--- config.mk ---
export PLATFORM = sky130hd
export DESIGN_NAME = text_overlay_render
export DESIGN_NICKNAME = d
export VERILOG_FILES = /design/src/rtl/text_overlay_pkg.sv /design/src/rtl/text_overlay_buf.sv /design/src/rtl/text_overlay_render.sv
export SDC_FILE = /design/constraint.sdc
export NUM_CORES = 1
export LEC_CHECK = 0
export BUFFER_PORTS_ARGS = -buffer_cell sky130_fd_sc_hd__buf_2
export CAP_MARGIN = 20
export CORE_MARGIN = 8
export CORE_UTILIZATION = 53
export CTS_BUF_LIST = sky130_fd_sc_hd__clkbuf_16
export CTS_CLUSTER_DIAMETER = 50
export DETAILED_ROUTE_END_ITERATION = 8
export PLACE_DENSITY = 0.82
export SETUP_SLACK_MARGIN = 0.1
export SYNTH_ARGS = -nofsm -noshare
export SYNTH_HDL_FRONTEND = slang
export SYNTH_SLANG_ARGS = --single-unit
--- constraint.sdc ---
create_clock -name clk -period 12.66 [get_ports clk]
set_clock_uncertainty 0.15 [all_clocks]
set_input_delay 0.633 -clock clk [delete_from_list [all_inputs] [get_ports clk]]
set_output_delay 0.633 -clock clk [all_outputs]
set_load 0.1 [all_outputs]
--- src/rtl/text_overlay_pkg.sv ---
// Shared constants, pipeline types and font-ROM helpers for the text overlay.
package text_overlay_pkg;
    localparam int GLYPH_W = 8;
    localparam int GLYPH_H = 16;
    localparam int ROM_AW = 14;
    localparam logic [7:0] ASCII_SPACE = 8'h20;

    typedef struct packed {
        logic de;
        logic hs;
        logic vs;
    } sync_t;

    // Column-major glyph storage: one 16-bit column word per (glyph, col).
    function automatic logic [ROM_AW-1:0] font_addr(input logic [7:0] ascii,
                                                    input logic [2:0] col,
                                                    input logic [3:0] row);
        return {ascii[6:0], col, row};
    endfunction

    function automatic logic is_printable(input logic [7:0] code);
        return (code >= 8'h20) && (code <= 8'h7E);
    endfunction
endpackage

--- src/rtl/text_overlay_buf.sv ---
// Staging and active text/origin; staging is copied to active on the vs rising
// edge so a frame never shows a half-written string.
module text_overlay_buf
    import text_overlay_pkg::*;
#(
    parameter int N_CHARS = 16,
    parameter int CW = 12
) (
    input  logic                         clk,
    input  logic                         reset,
    input  logic                         wr_en,
    input  logic [$clog2(N_CHARS)-1:0]   wr_idx,
    input  logic [7:0]                   wr_char,
    input  logic [CW-1:0]                org_x,
    input  logic [CW-1:0]                org_y,
    input  logic                         vs_in,
    output logic [N_CHARS-1:0][7:0]      act_text,
    output logic [CW-1:0]                act_x,
    output logic [CW-1:0]                act_y
);
    logic [N_CHARS-1:0][7:0] stg_q, stg_d, act_q, act_d;
    logic [CW-1:0] stg_x_q, stg_x_d, stg_y_q, stg_y_d;
    logic [CW-1:0] act_x_q, act_x_d, act_y_q, act_y_d;
    logic vs_prev_q;
    logic commit;

    assign commit = vs_in & ~vs_prev_q;

    // Commit copies the pre-write staging contents; a same-cycle write waits a frame.
    always_comb begin
        stg_d   = stg_q;
        stg_x_d = stg_x_q;
        stg_y_d = stg_y_q;
        if (wr_en) begin
            stg_d[wr_idx] = wr_char;
            stg_x_d       = org_x;
            stg_y_d       = org_y;
        end
        act_d   = act_q;
        act_x_d = act_x_q;
        act_y_d = act_y_q;
        if (commit) begin
            act_d   = stg_q;
            act_x_d = stg_x_q;
            act_y_d = stg_y_q;
        end
    end

    always_ff @(posedge clk or posedge reset) begin
        if (reset) begin
            stg_q     <= {N_CHARS{ASCII_SPACE}};
            act_q     <= {N_CHARS{ASCII_SPACE}};
            stg_x_q   <= '0;
            stg_y_q   <= '0;
            act_x_q   <= '0;
            act_y_q   <= '0;
            vs_prev_q <= 1'b0;
        end else begin
            stg_q     <= stg_d;
            act_q     <= act_d;
            stg_x_q   <= stg_x_d;
            stg_y_q   <= stg_y_d;
            act_x_q   <= act_x_d;
            act_y_q   <= act_y_d;
            vs_prev_q <= vs_in;
        end
    end

    assign act_text = act_q;
    assign act_x    = act_x_q;
    assign act_y    = act_y_q;
endmodule

--- src/rtl/text_overlay_render.sv ---
// Text overlay: window hit test, font ROM addressing and a 2-stage pipeline
// that re-aligns sync/background with the registered ROM pixel.
module text_overlay_render
    import text_overlay_pkg::*;
#(
    parameter int N_CHARS = 16,
    parameter int CW = 12
) (
    input  logic                       clk,
    input  logic                       reset,
    input  logic                       wr_en,
    input  logic [$clog2(N_CHARS)-1:0] wr_idx,
    input  logic [7:0]                 wr_char,
    input  logic [CW-1:0]              org_x,
    input  logic [CW-1:0]              org_y,
    input  logic [23:0]                fg_rgb,
    input  logic                       de_in,
    input  logic                       hs_in,
    input  logic                       vs_in,
    input  logic [CW-1:0]              x_in,
    input  logic [CW-1:0]              y_in,
    input  logic [23:0]                rgb_in,
    output logic [ROM_AW-1:0]          rom_ad,
    output logic                       rom_ce,
    output logic                       rom_oce,
    input  logic                       rom_dout,
    output logic                       de_out,
    output logic                       hs_out,
    output logic                       vs_out,
    output logic [23:0]                rgb_out
);
    localparam int IW = $clog2(N_CHARS);
    localparam logic [CW:0] WIN_W = (CW+1)'(GLYPH_W * N_CHARS);
    localparam logic [CW:0] WIN_H = (CW+1)'(GLYPH_H);

    logic [N_CHARS-1:0][7:0] act_text;
    logic [CW-1:0] act_x, act_y;

    text_overlay_buf #(.N_CHARS(N_CHARS), .CW(CW)) u_buf (
        .clk      (clk),
        .reset    (reset),
        .wr_en    (wr_en),
        .wr_idx   (wr_idx),
        .wr_char  (wr_char),
        .org_x    (org_x),
        .org_y    (org_y),
        .vs_in    (vs_in),
        .act_text (act_text),
        .act_x    (act_x),
        .act_y    (act_y)
    );

    logic [CW:0] dx, dy;
    logic        in_win, hit;
    logic [7:0]  cur_char;

    // One extra bit so a pixel left of / above the origin cannot wrap into range.
    assign dx = {1'b0, x_in} - {1'b0, act_x};
    assign dy = {1'b0, y_in} - {1'b0, act_y};
    assign in_win = de_in && (x_in >= act_x) && (dx < WIN_W)
                          && (y_in >= act_y) && (dy < WIN_H);
    assign cur_char = act_text[dx[IW+2:3]];
    assign hit = in_win && is_printable(cur_char);

    assign rom_ad  = in_win ? font_addr(cur_char, dx[2:0], dy[3:0])
                            : font_addr(ASCII_SPACE, 3'd0, 4'd0);
    assign rom_ce  = 1'b1;
    assign rom_oce = 1'b1;

    sync_t       sync1_q, sync2_q;
    logic        hit1_q;
    logic [23:0] rgb1_q, rgb2_q, rgb2_d;

    // rom_dout lines up with stage 1, so the mux happens on the way into stage 2.
    assign rgb2_d = (hit1_q && rom_dout) ? fg_rgb : rgb1_q;

    always_ff @(posedge clk or posedge reset) begin
        if (reset) begin
            sync1_q <= '0;
            sync2_q <= '0;
            hit1_q  <= 1'b0;
            rgb1_q  <= '0;
            rgb2_q  <= '0;
        end else begin
            sync1_q <= '{de: de_in, hs: hs_in, vs: vs_in};
            sync2_q <= sync1_q;
            hit1_q  <= hit;
            rgb1_q  <= rgb_in;
            rgb2_q  <= rgb2_d;
        end
    end

    assign de_out  = sync2_q.de;
    assign hs_out  = sync2_q.hs;
    assign vs_out  = sync2_q.vs;
    assign rgb_out = rgb2_q;
endmodule
==> results.tsv <==
metric	value	unit
status	completed	
num rows	62	
final hold vios	0	
RSZ-0062 raised after global routing	false	
largest net degree at the start of global routing	145	
Worst setup EP type	primary output	
commonest cells in the netlist	nand2_1, dfrtp_1, mux2_2	
WL final	36.02	mm
asr flop ratio synth	100.0	%
most used cell, CP	or4_1	
gr ovfl total	0	
R2R Path Start	u_buf.act_x[1]$_DFFE_PP0P_	
# Max-Cap Violations	0	
Leak	8.585	nW
worst skew pair latency	0.51	ns
Post-Route Utilization	61.75	%
yosys warns	0	
number of synthesized flops with an enable pin	0	
Clk pin slew, worst setup/hold paths	0.07	ns
hold_buf cts	0	
Worst path max stage delay	0.85	ns
Final ANT Viol Nets	0	
crit path time final	5.534	ns
CP required	11.88	ns
post-route design area	0.01763	mm^2
fin. max-slew vios	0	
Setup crit start kind	register	
share of cells above drive strength 1	31.92	%
CTS resizes	0	
total CTS buffers	38	
critical-path cell list	ha_1 > fa_1 > nand2b_1 > a21oi_2 > a2111oi_0 > or3_4 > and3_1 > or4_1 > or4_1 > a211oi_2 > buf_2	
Vias/cell	5.538	
drt pass-1 iters	6	
area leader, netlist	dfrtp_1	
main flop type after synthesis	dfrtp_1	
Boundary Pins	158	
most common cell in the netlist	nand2_1	
Area growth syn-to-layout	15.34	%
Cell variety after synth	57	
setup violators final	0	
beginning of the critical path	u_buf.act_x[0]$_DFFE_PP0P_	
GP Congestion	0.8831	
final cycle utilization of the critical path	43.71	%
worst IR drop on VDD	87.77	uV
DP Area	0.01639	mm^2
Worst Hold Class	input pin to register	
TritonCTS clock tree	done	
slowest library cell on the worst path	or4_1	
CP Max Fanout	15	
Vert. Die Dim	185.8	um
die width	185.8	um
initial antenna violation count	6	
PwrDens	185.9	mW/mm^2
Mapped Area	0.01528	mm^2
starting density of the core	53.53	%
register bit total from synthesis	359	
Area contributors post-synth	dfrtp_1, mux2_2, nand2_1, dfstp_2, mux4_2	
total global routing track utilization	20.91	%
H-tree levels	2	
DRC	0	
1st-iter DRT viols	876	
critical path class	register to primary output	
area of the multi-input gates	0.005903	mm^2
die area	0.03452	mm^2
Arr. time, crit path	4.75	ns
hold_sp	hs_in	
port buffer count	155	
vias post-DR	10330	
setup tns final	0	ns
Final nets	1595	
WL/cell	19.30	um
worst slew pin tran	1.167	ns
Core Footprint	0.02855	mm^2
Fill cells	2197	
Register Area	0.009024	mm^2
post-synth top area share	53.55	%
Slew HR	21.88	%
sequential area share after synthesis	59.05	%
setup bufs post-CTS	0	
ANT cells	0	
maximum root-to-sink buffer count	3	
Sink Count	359	
f_max	180.7	MHz
Avg Cell Area, Syn	11.66	um^2
CTS root buffer	clkbuf_16	
first-pass GRT wire length	56.86	mm
hpwl dp	23.04	mm
synthesized instance count	1311	
vias in the first global route	10750	
where the power goes:
| group | total, mW | leakage (nW) | internal (mW) | switching (mW) |
|---|---|---|---|---|
| Sequential | 1.48 | 4.36 | 1.38 | 0.109 |
| Clock | 1.10 | 0.636 | 0.646 | 0.453 |
| Combinational | 0.693 | 3.59 | 0.309 | 0.384 |
| Total | 3.28 | 8.58 | 2.33 | 0.946 |
worst paths after layout:
check                                                 end  slack, ns  depth (start not counted)
min in group asynchronous  u_buf.act_text[16]$_DFFE_PP0P_       0.16                          2
min reg2reg                              hs_out$_DFF_PP0_       0.21                          0
max                                             rom_ad[3]       7.13                         11
max in group asynchronous             rgb1_q[4]$_DFF_PP0_       9.84                          4
max reg2reg                              hit1_q$_DFF_PP0_       8.14                         11
min                                  sync1_q[1]$_DFF_PP0_       0.07                          1
critical path, delay by kind of cell (launching register included):
kind | cells | cell delay [ns]
AOI/OAI and AO/OA | 3 | 0.60
adders and majority gates | 2 | 0.60
buffers and inverters | 1 | 0.47
DFF | 1 | 0.42
and+or+nand+nor | 5 | 2.12
sequential cells by signal (all words and copies together), names as in the netlist:
name	count
hs_out	1
u_buf.vs_prev_q	1
u_buf.act_text	128
u_buf.act_y	12
u_buf.stg_x_q	12
u_buf.act_x	12
hit1_q	1
rgb_out	24
vs_out	1
u_buf.stg_q	128
u_buf.stg_y_q	12
de_out	1
rgb1_q	24
sync1_q	2
through the flow:
| step | total power, mW | hold slack [ns] | setup WS [ns] | std cells |
|---|---|---|---|---|
| after global placement | 2.141 | 0.1820 | 7.431 | 1797 |
| after floorplan | 1.989 | 0.1812 | 1.968 | 1312 |
| after global routing | 3.425 | 0.05608 | 6.949 | 1866 |
| final | 3.277 | 0.07137 | 7.126 | 1866 |
| after detailed placement | 2.182 | 0.1902 | 7.338 | 1797 |
| after CTS | 3.293 | 0.05457 | 7.145 | 1866 |
layer usage:
metal	share of wire, %	global-route usage (%)	wire length (um)
met4	2.7	6.510	960
met2	48	34.44	17110
met5	0.16	0	58
met3	8.5	4.978	3045
met1	41	27.19	14850
logic make-up after synthesis:
logic type	synth area share, %
compound gates	3.807
xor+xnor	0.6222
fa+ha+maj	2.309
buf+inv	2.571
flops	59.05
mux	18.32
other cells	0.02454
simple gates	13.30
layout make-up:
| type | count | share of cell area, % |
|---|---|---|
| Inverter | 34 | 0.7666 |
| Multi-Input combinational cell | 856 | 33.49 |
| Tap cell | 384 | 2.726 |
| Sequential cell | 359 | 51.19 |
| Clock buffer | 39 | 5.537 |
| Clock inverter | 30 | 1.505 |
| Timing Repair Buffer | 164 | 4.784 |
layout by cell type (no fill, tap or decap), drive strengths merged, types with 5 or more instances in the layout:
cell    count
o21ai      33
mux2i      13
nor2       37
nand2     425
clkinv     12
clkbuf     39
a21oi      16
dfstp      32
nor2b       8
ha         25
a22o        8
mux2      177
buf       164
o21a        7
xnor2       5
xor2        5
nand2b     12
dfrtp     327
mux4       30
inv        46
No activity file was read; power rests on OpenSTA's default activity.
